## src/rtl/mem_ctrl_pkg.sv

```systemverilog
// Shared encodings and store/alignment helpers for the data-memory access controller.
package mem_ctrl_pkg;

  // Load operation codes (req_ld_op)
  localparam logic [2:0] LD_W  = 3'b000;
  localparam logic [2:0] LD_BU = 3'b001;
  localparam logic [2:0] LD_B  = 3'b010;
  localparam logic [2:0] LD_HU = 3'b011;
  localparam logic [2:0] LD_H  = 3'b100;

  // Store size codes (req_st_size)
  localparam logic [1:0] ST_W = 2'b00;
  localparam logic [1:0] ST_H = 2'b01;
  localparam logic [1:0] ST_B = 2'b10;

  // Controller state encoding
  typedef enum logic [1:0] {
    IDLE = 2'b00,
    WAIT = 2'b01,
    RESP = 2'b10
  } state_t;

  // Load codes above LD_H and store size 11 have no meaning.
  function automatic logic op_illegal(input logic we, input logic [2:0] ld_op,
                                      input logic [1:0] st_size);
    logic bad;
    bad = 1'b0;
    if (we) begin
      bad = (st_size == 2'b11);
    end else begin
      bad = (ld_op > LD_H);
    end
    return bad;
  endfunction

  // Words need addr[1:0]==0, halfwords need addr[0]==0, bytes are always aligned.
  function automatic logic misaligned(input logic we, input logic [2:0] ld_op,
                                      input logic [1:0] st_size, input logic [1:0] lo);
    logic mis;
    mis = 1'b0;
    if (we) begin
      case (st_size)
        ST_W:    mis = (lo != 2'b00);
        ST_H:    mis = lo[0];
        default: mis = 1'b0;
      endcase
    end else begin
      case (ld_op)
        LD_W:         mis = (lo != 2'b00);
        LD_HU, LD_H:  mis = lo[0];
        default:      mis = 1'b0;
      endcase
    end
    return mis;
  endfunction

  // Byte enables for a store of the given size at the given byte offset.
  function automatic logic [3:0] store_be(input logic [1:0] st_size, input logic [1:0] lo);
    logic [3:0] be;
    be = 4'b0000;
    case (st_size)
      ST_W:    be = 4'b1111;
      ST_H:    be = lo[1] ? 4'b1100 : 4'b0011;
      ST_B:    be = 4'b0001 << lo;
      default: be = 4'b0000;
    endcase
    return be;
  endfunction

  // Replicate the right-justified store data into every lane so the enables pick the right one.
  function automatic logic [31:0] store_lanes(input logic [1:0] st_size, input logic [31:0] wdata);
    logic [31:0] lanes;
    lanes = 32'h0000_0000;
    case (st_size)
      ST_W:    lanes = wdata;
      ST_H:    lanes = {2{wdata[15:0]}};
      ST_B:    lanes = {4{wdata[7:0]}};
      default: lanes = 32'h0000_0000;
    endcase
    return lanes;
  endfunction

endpackage

```

## src/rtl/load_align_ext.sv

```systemverilog
// Selects the addressed byte/halfword lane of a read word and zero/sign-extends it.
module load_align_ext
  import mem_ctrl_pkg::*;
(
  input  logic [31:0] word,
  input  logic [1:0]  lo,
  input  logic [2:0]  ld_op,
  output logic [31:0] data
);

  logic [7:0]  byte_sel;
  logic [15:0] half_sel;

  // Lane selection: byte by lo[1:0], halfword by lo[1].
  always_comb begin
    byte_sel = 8'h00;
    case (lo)
      2'b00:   byte_sel = word[7:0];
      2'b01:   byte_sel = word[15:8];
      2'b10:   byte_sel = word[23:16];
      2'b11:   byte_sel = word[31:24];
      default: byte_sel = 8'h00;
    endcase
    if (lo[1]) begin
      half_sel = word[31:16];
    end else begin
      half_sel = word[15:0];
    end
  end

  // Extension according to the load operation; illegal codes yield zero.
  always_comb begin
    data = 32'h0000_0000;
    case (ld_op)
      LD_W:    data = word;
      LD_BU:   data = {24'h00_0000, byte_sel};
      LD_B:    data = {{24{byte_sel[7]}}, byte_sel};
      LD_HU:   data = {16'h0000, half_sel};
      LD_H:    data = {{16{half_sel[15]}}, half_sel};
      default: data = 32'h0000_0000;
    endcase
  end

endmodule

```

## src/rtl/mem_access_ctrl.sv

```systemverilog
// Sequences single MEM-stage loads/stores onto a handshaked data memory with timeout.
module mem_access_ctrl
  import mem_ctrl_pkg::*;
#(
  parameter int TIMEOUT = 16,
  parameter int CNT_W   = 5
) (
  input  logic        clk,
  input  logic        rst_n,
  input  logic        req_valid,
  output logic        req_ready,
  input  logic        req_we,
  input  logic [31:0] req_addr,
  input  logic [31:0] req_wdata,
  input  logic [2:0]  req_ld_op,
  input  logic [1:0]  req_st_size,
  output logic        resp_valid,
  output logic [31:0] resp_rdata,
  output logic        resp_err,
  output logic        busy,
  output logic        mem_req,
  output logic        mem_we,
  output logic [31:0] mem_addr,
  output logic [3:0]  mem_be,
  output logic [31:0] mem_wdata,
  input  logic        mem_ack,
  input  logic [31:0] mem_rdata
);

  localparam logic [CNT_W-1:0] CNT_LAST = CNT_W'(TIMEOUT - 1);
  localparam logic [CNT_W-1:0] CNT_ONE  = CNT_W'(1);

  state_t           state_r;
  logic [CNT_W-1:0] cnt_r;
  logic [2:0]       ld_op_r;
  logic [1:0]       addr_lo_r;

  logic             req_bad_s;
  logic [3:0]       req_be_s;
  logic [31:0]      req_lanes_s;
  logic [31:0]      ext_data_s;

  // Request decode: rejection reason, byte enables and replicated store data.
  always_comb begin
    req_bad_s = op_illegal(req_we, req_ld_op, req_st_size) |
                misaligned(req_we, req_ld_op, req_st_size, req_addr[1:0]);
    if (req_we) begin
      req_be_s    = store_be(req_st_size, req_addr[1:0]);
      req_lanes_s = store_lanes(req_st_size, req_wdata);
    end else begin
      req_be_s    = 4'b1111;
      req_lanes_s = 32'h0000_0000;
    end
  end

  // Extension of the returned word uses the lane/op captured at accept time.
  load_align_ext u_load_align_ext (
    .word  (mem_rdata),
    .lo    (addr_lo_r),
    .ld_op (ld_op_r),
    .data  (ext_data_s)
  );

  // Transaction FSM with timeout counter; every output is a register.
  always_ff @(posedge clk or negedge rst_n) begin
    if (!rst_n) begin
      state_r    <= IDLE;
      cnt_r      <= '0;
      ld_op_r    <= 3'b000;
      addr_lo_r  <= 2'b00;
      req_ready  <= 1'b1;
      busy       <= 1'b0;
      resp_valid <= 1'b0;
      resp_rdata <= 32'h0000_0000;
      resp_err   <= 1'b0;
      mem_req    <= 1'b0;
      mem_we     <= 1'b0;
      mem_addr   <= 32'h0000_0000;
      mem_be     <= 4'b0000;
      mem_wdata  <= 32'h0000_0000;
    end else begin
      case (state_r)
        IDLE: begin
          if (req_valid) begin
            ld_op_r   <= req_ld_op;
            addr_lo_r <= req_addr[1:0];
            req_ready <= 1'b0;
            busy      <= 1'b1;
            if (req_bad_s) begin
              // Rejected requests never reach the memory port.
              state_r    <= RESP;
              resp_valid <= 1'b1;
              resp_err   <= 1'b1;
              resp_rdata <= 32'h0000_0000;
            end else begin
              state_r   <= WAIT;
              cnt_r     <= '0;
              mem_req   <= 1'b1;
              mem_we    <= req_we;
              mem_addr  <= {req_addr[31:2], 2'b00};
              mem_be    <= req_be_s;
              mem_wdata <= req_lanes_s;
            end
          end else begin
            req_ready <= 1'b1;
            busy      <= 1'b0;
          end
        end
        WAIT: begin
          if (mem_ack) begin
            state_r    <= RESP;
            mem_req    <= 1'b0;
            resp_valid <= 1'b1;
            resp_err   <= 1'b0;
            resp_rdata <= mem_we ? 32'h0000_0000 : ext_data_s;
          end else if (cnt_r == CNT_LAST) begin
            state_r    <= RESP;
            mem_req    <= 1'b0;
            resp_valid <= 1'b1;
            resp_err   <= 1'b1;
            resp_rdata <= 32'h0000_0000;
          end else begin
            cnt_r <= cnt_r + CNT_ONE;
          end
        end
        RESP: begin
          // Single-cycle response pulse, then ready for the next request.
          state_r    <= IDLE;
          resp_valid <= 1'b0;
          resp_err   <= 1'b0;
          resp_rdata <= 32'h0000_0000;
          req_ready  <= 1'b1;
          busy       <= 1'b0;
        end
        default: begin
          state_r    <= IDLE;
          mem_req    <= 1'b0;
          resp_valid <= 1'b0;
          resp_err   <= 1'b0;
          resp_rdata <= 32'h0000_0000;
          req_ready  <= 1'b1;
          busy       <= 1'b0;
        end
      endcase
    end
  end

endmodule

```

## config.mk

```make
export PLATFORM = sky130hd
export DESIGN_NAME = mem_access_ctrl
export DESIGN_NICKNAME = d
export VERILOG_FILES = /design/src/rtl/mem_ctrl_pkg.sv /design/src/rtl/load_align_ext.sv /design/src/rtl/mem_access_ctrl.sv
export SDC_FILE = /design/constraint.sdc
export NUM_CORES = 1
export LEC_CHECK = 0
export CORE_ASPECT_RATIO = 0.6
export CORE_MARGIN = 3
export CORE_UTILIZATION = 25
export DETAILED_ROUTE_END_ITERATION = 7
export PLACE_DENSITY = 0.5
export SYNTH_ARGS = -nofsm -noshare
export SYNTH_HDL_FRONTEND = slang
export SYNTH_SLANG_ARGS = --single-unit
```

## constraint.sdc

```tcl
create_clock -name clk -period 2.2 [get_ports clk]
set_input_delay 0.44 -clock clk [delete_from_list [all_inputs] [get_ports clk]]
set_output_delay 0.44 -clock clk [all_outputs]
set_load 0.005 [all_outputs]
```

==> results of run 1 <==
-- worst min path at each step --
stage	to	slack, ns	cells past startpoint
5_1_grt	mem_addr[2]$_DFFE_PN0P_	0.17	2
2_1_floorplan	addr_lo_r[0]$_DFFE_PN0P_	0.14	0
6_report	mem_addr[9]$_DFFE_PN0P_	0.09	2
4_1_cts	mem_addr[31]$_DFFE_PN0P_	0.14	2
3_5_place_dp	mem_req$_DFFE_PN0P_	0.47	1
3_3_place_gp	mem_req$_DFFE_PN0P_	0.47	1
-- metal layers --
| metal | up-vias | wire [um] | GRT usage |
|---|---|---|---|
| li1 | 2452 | - | - |
| met1 | 2628 | 9960 | 0.227 |
| met2 | 247 | 8460 | 0.221 |
| met3 | 20 | 1950 | 0.0567 |
| met4 | 2 | 232 | 0.0453 |
| met5 | - | 19 | 0 |
-- repair_timing --
| action | 4_1_cts | 5_1_grt |
|---|---|---|
| gates cloned | 0 | 6 |
| buffers inserted | 0 | 2 |
| setup endpoints to repair | 38 | 33 |
| pin swaps | 0 | 4 |
| resized for setup | 7 | 13 |
-- logic make-up after synthesis --
kind of cell / Yosys count
compound gates: 173
flops: 116
simple gates: 114
mux: 73
buf+inv: 53
fa+ha+maj: 2
other cells: 1
xor+xnor: 1
-- area by class of cell --
class / count / area [sq um] / share of cell area
multi-input cells: 365 / 2700 / 0.290
clock inverters: 9 / 150 / 0.0161
repair buffers: 270 / 2680 / 0.287
inverters: 4 / 15.0 / 0.00161
clock buffers: 23 / 478 / 0.0514
well taps: 308 / 385 / 0.0414
flip-flops and latches: 116 / 2900 / 0.312
-- cells in the final DEF (no fill, tap or decap), types with 3 or more instances in the layout --
master / netlist / routed
a21boi_0: 8 / 8
a21o_1: 3 / 3
a21oi_1: 25 / 24
a221oi_1: 7 / 4
a221oi_2: 0 / 3
a222oi_1: 8 / 8
buf_12: 0 / 4
buf_4: 6 / 52
bufinv_16: 0 / 4
clkbuf_1: 16 / 3
clkbuf_16: 0 / 21
clkbuf_8: 0 / 3
clkdlybuf4s50_1: 0 / 208
clkinv_2: 0 / 3
dfrtp_1: 115 / 115
inv_1: 4 / 4
mux2_1: 3 / 3
mux2_2: 42 / 42
mux2i_1: 20 / 20
mux4_2: 8 / 8
nand2_1: 76 / 75
nand2b_1: 10 / 10
nor2_1: 7 / 7
nor2b_1: 5 / 3
nor2b_2: 1 / 3
o21ai_0: 48 / 48
o21bai_1: 5 / 4
o22ai_1: 32 / 27
o22ai_2: 1 / 6
o31ai_1: 26 / 26
-- stage by stage --
stage	util	TNS, ns	area [sq um]
CTS	0.407	0	9100
global placement	0.378	-23.19	8440
detailed placement	0.378	-24.97	8440
floorplan	-	0	5770
global route	0.417	-0.249	9310
finish	0.417	0	9310
-- where the power goes --
part           internal [mW]  leakage (nW)  switching [mW]
logic                   2.95          1.96            2.28
registers               2.92          1.49           0.485
clock network           1.98         0.303           0.995
-- worst max-delay path: stages (launching register included) --
cell	delay (ns)
dfrtp_1	0.38
ha_2	0.19
and3_4	0.19
ha_4	0.15
or4b_4	0.53
o21ai_4	0.18
clkbuf_16	0.25
nand2_1	0.07
o22ai_2	0.13
-- sequential cells by signal (all words and copies together), names as in the netlist --
register and cells:
addr_lo_r 2, busy 1, cnt_r 5, ld_op_r 3, mem_addr 30, mem_be 4
mem_req 1, mem_wdata 32, mem_we 1, req_ready 1, resp_err 1, resp_rdata 32
resp_valid 1, state_r 2
==> metrics.cfg, run 1 <==
[synthesis]
synthFlopType=dfrtp_1
synth_compound_gate_area_share=0.196
synthArstFlopShare=1.00
yosys.area_share.simple=0.0914
ys_ff_latch=116
synth_fa_ha_area_frac=0.00434
muxShareOfSynthArea=0.154
synth_common_cells=dfrtp_1, nand2_1, o21ai_0, mux2_2, o22ai_1
syn_area_sq_um=5770
synth_top_family_by_area=compound AO/OA/AOI/OAI gates
yosysTopAreaCell=dfrtp_1
synth_warnings=0
synth_area_leaders=dfrtp_1, mux2_2, nand2_1, o21ai_0, mux2i_1
synth_edf_count=0
ys_seq_area_frac=0.504
ys_types=51
synth_most_common_cell=dfrtp_1
avgSynthCellArea_sq_um=10.8
netlist_instances=533
synthXorXnorAreaFrac=0.00152
synth_top_area_share=0.499

[sta]
finalWorstSetupSlack_ns=0.0365
slew_headroom=0.478
rsz0062_at_grt=true
drv_slew=0
post-route-period-util=0.983
worstMarginPinSlew_ns=0.782
finClkSkew_ns=0.0120
fmax_mhz=462
holdWs_ns=0.0913
min_period_ns=2.16
finalHoldViolCount=0
setup_violations=0

[flow_run]
cap_violations=0

[route]
viasPerCell=4.88
num_vias=5349
wirelength_um=20600
drtIter0Drc=384
drt-pass1-iter-count=6
ant_nets=0
drc=0
wl_per_cell_um=18.8

[placed_design]
port_buffers=209
pre_cts_ws_ns=-0.436
place.gp.congestion=0.885
dp.cells=1055
hpwlAfterDp_um=14500

[worst_setup_path]
start_kind=register
cp-end-kind=register
critPathKind=reg2reg
cp.arrival_ns=2.50
r2r_end=resp_rdata[28]$_DFFE_PN0P_
worstRegToRegCells=8
worstPathRequired_ns=2.54
rr_startpoint=cnt_r[1]$_DFFE_PN0P_
r2r_setup_slack_ns=0.04
path_max_fanout=8
crit_start=cnt_r[1]$_DFFE_PN0P_
worstSetupEndpoint=resp_rdata[28]$_DFFE_PN0P_

[floorplan]
num_io_pins=212
die_x_um=202
placementRows=42
start_util=0.258
die_h_um=124
core_area_sq_um=22300
die_area_sq_um=25000

[clock_network]
cts_htree_levels=4
ctsHoldBuffers=0
cts_tree=done
clk_latency_ns=0.42
cts_root_buf=clkbuf_16
clk_pin_slew_ns=0.06
cts_sinks=116
cts_made_buffers=17
cts.path.max_buffers=2

[finish]
num_antenna_cells=0
nFillCells=2138
fin_cells=1095
nets=882
final_layout_size_suffix_gt1_frac=0.216
syn_to_final_growth_pct=61.4

[global_route]
grt-ovfl-total=0
grt_max_degree=117
grt_pass1_wl_um=30300
antenna_found_initial=1
globalRouteTotalUtil=0.157
grt_pass1_vias=5382

[power_and_ir_drop]
p_leak_nw=3.76
vdd_drop_max_mv=0.632
total_power_mw=11.6
power_density_nw_per_um2=1250

[worst_hold_path]
hp-class=in2async

[status]
run_status=completed

No activity file was read; power rests on OpenSTA's default activity.
==> run 2, diff against run 1 <==
CTS_CLUSTER_DIAMETER = 50   (was unset)
==> results of run 2 <==
The final DEF is identical to that of run 1; final timing and power are the same.
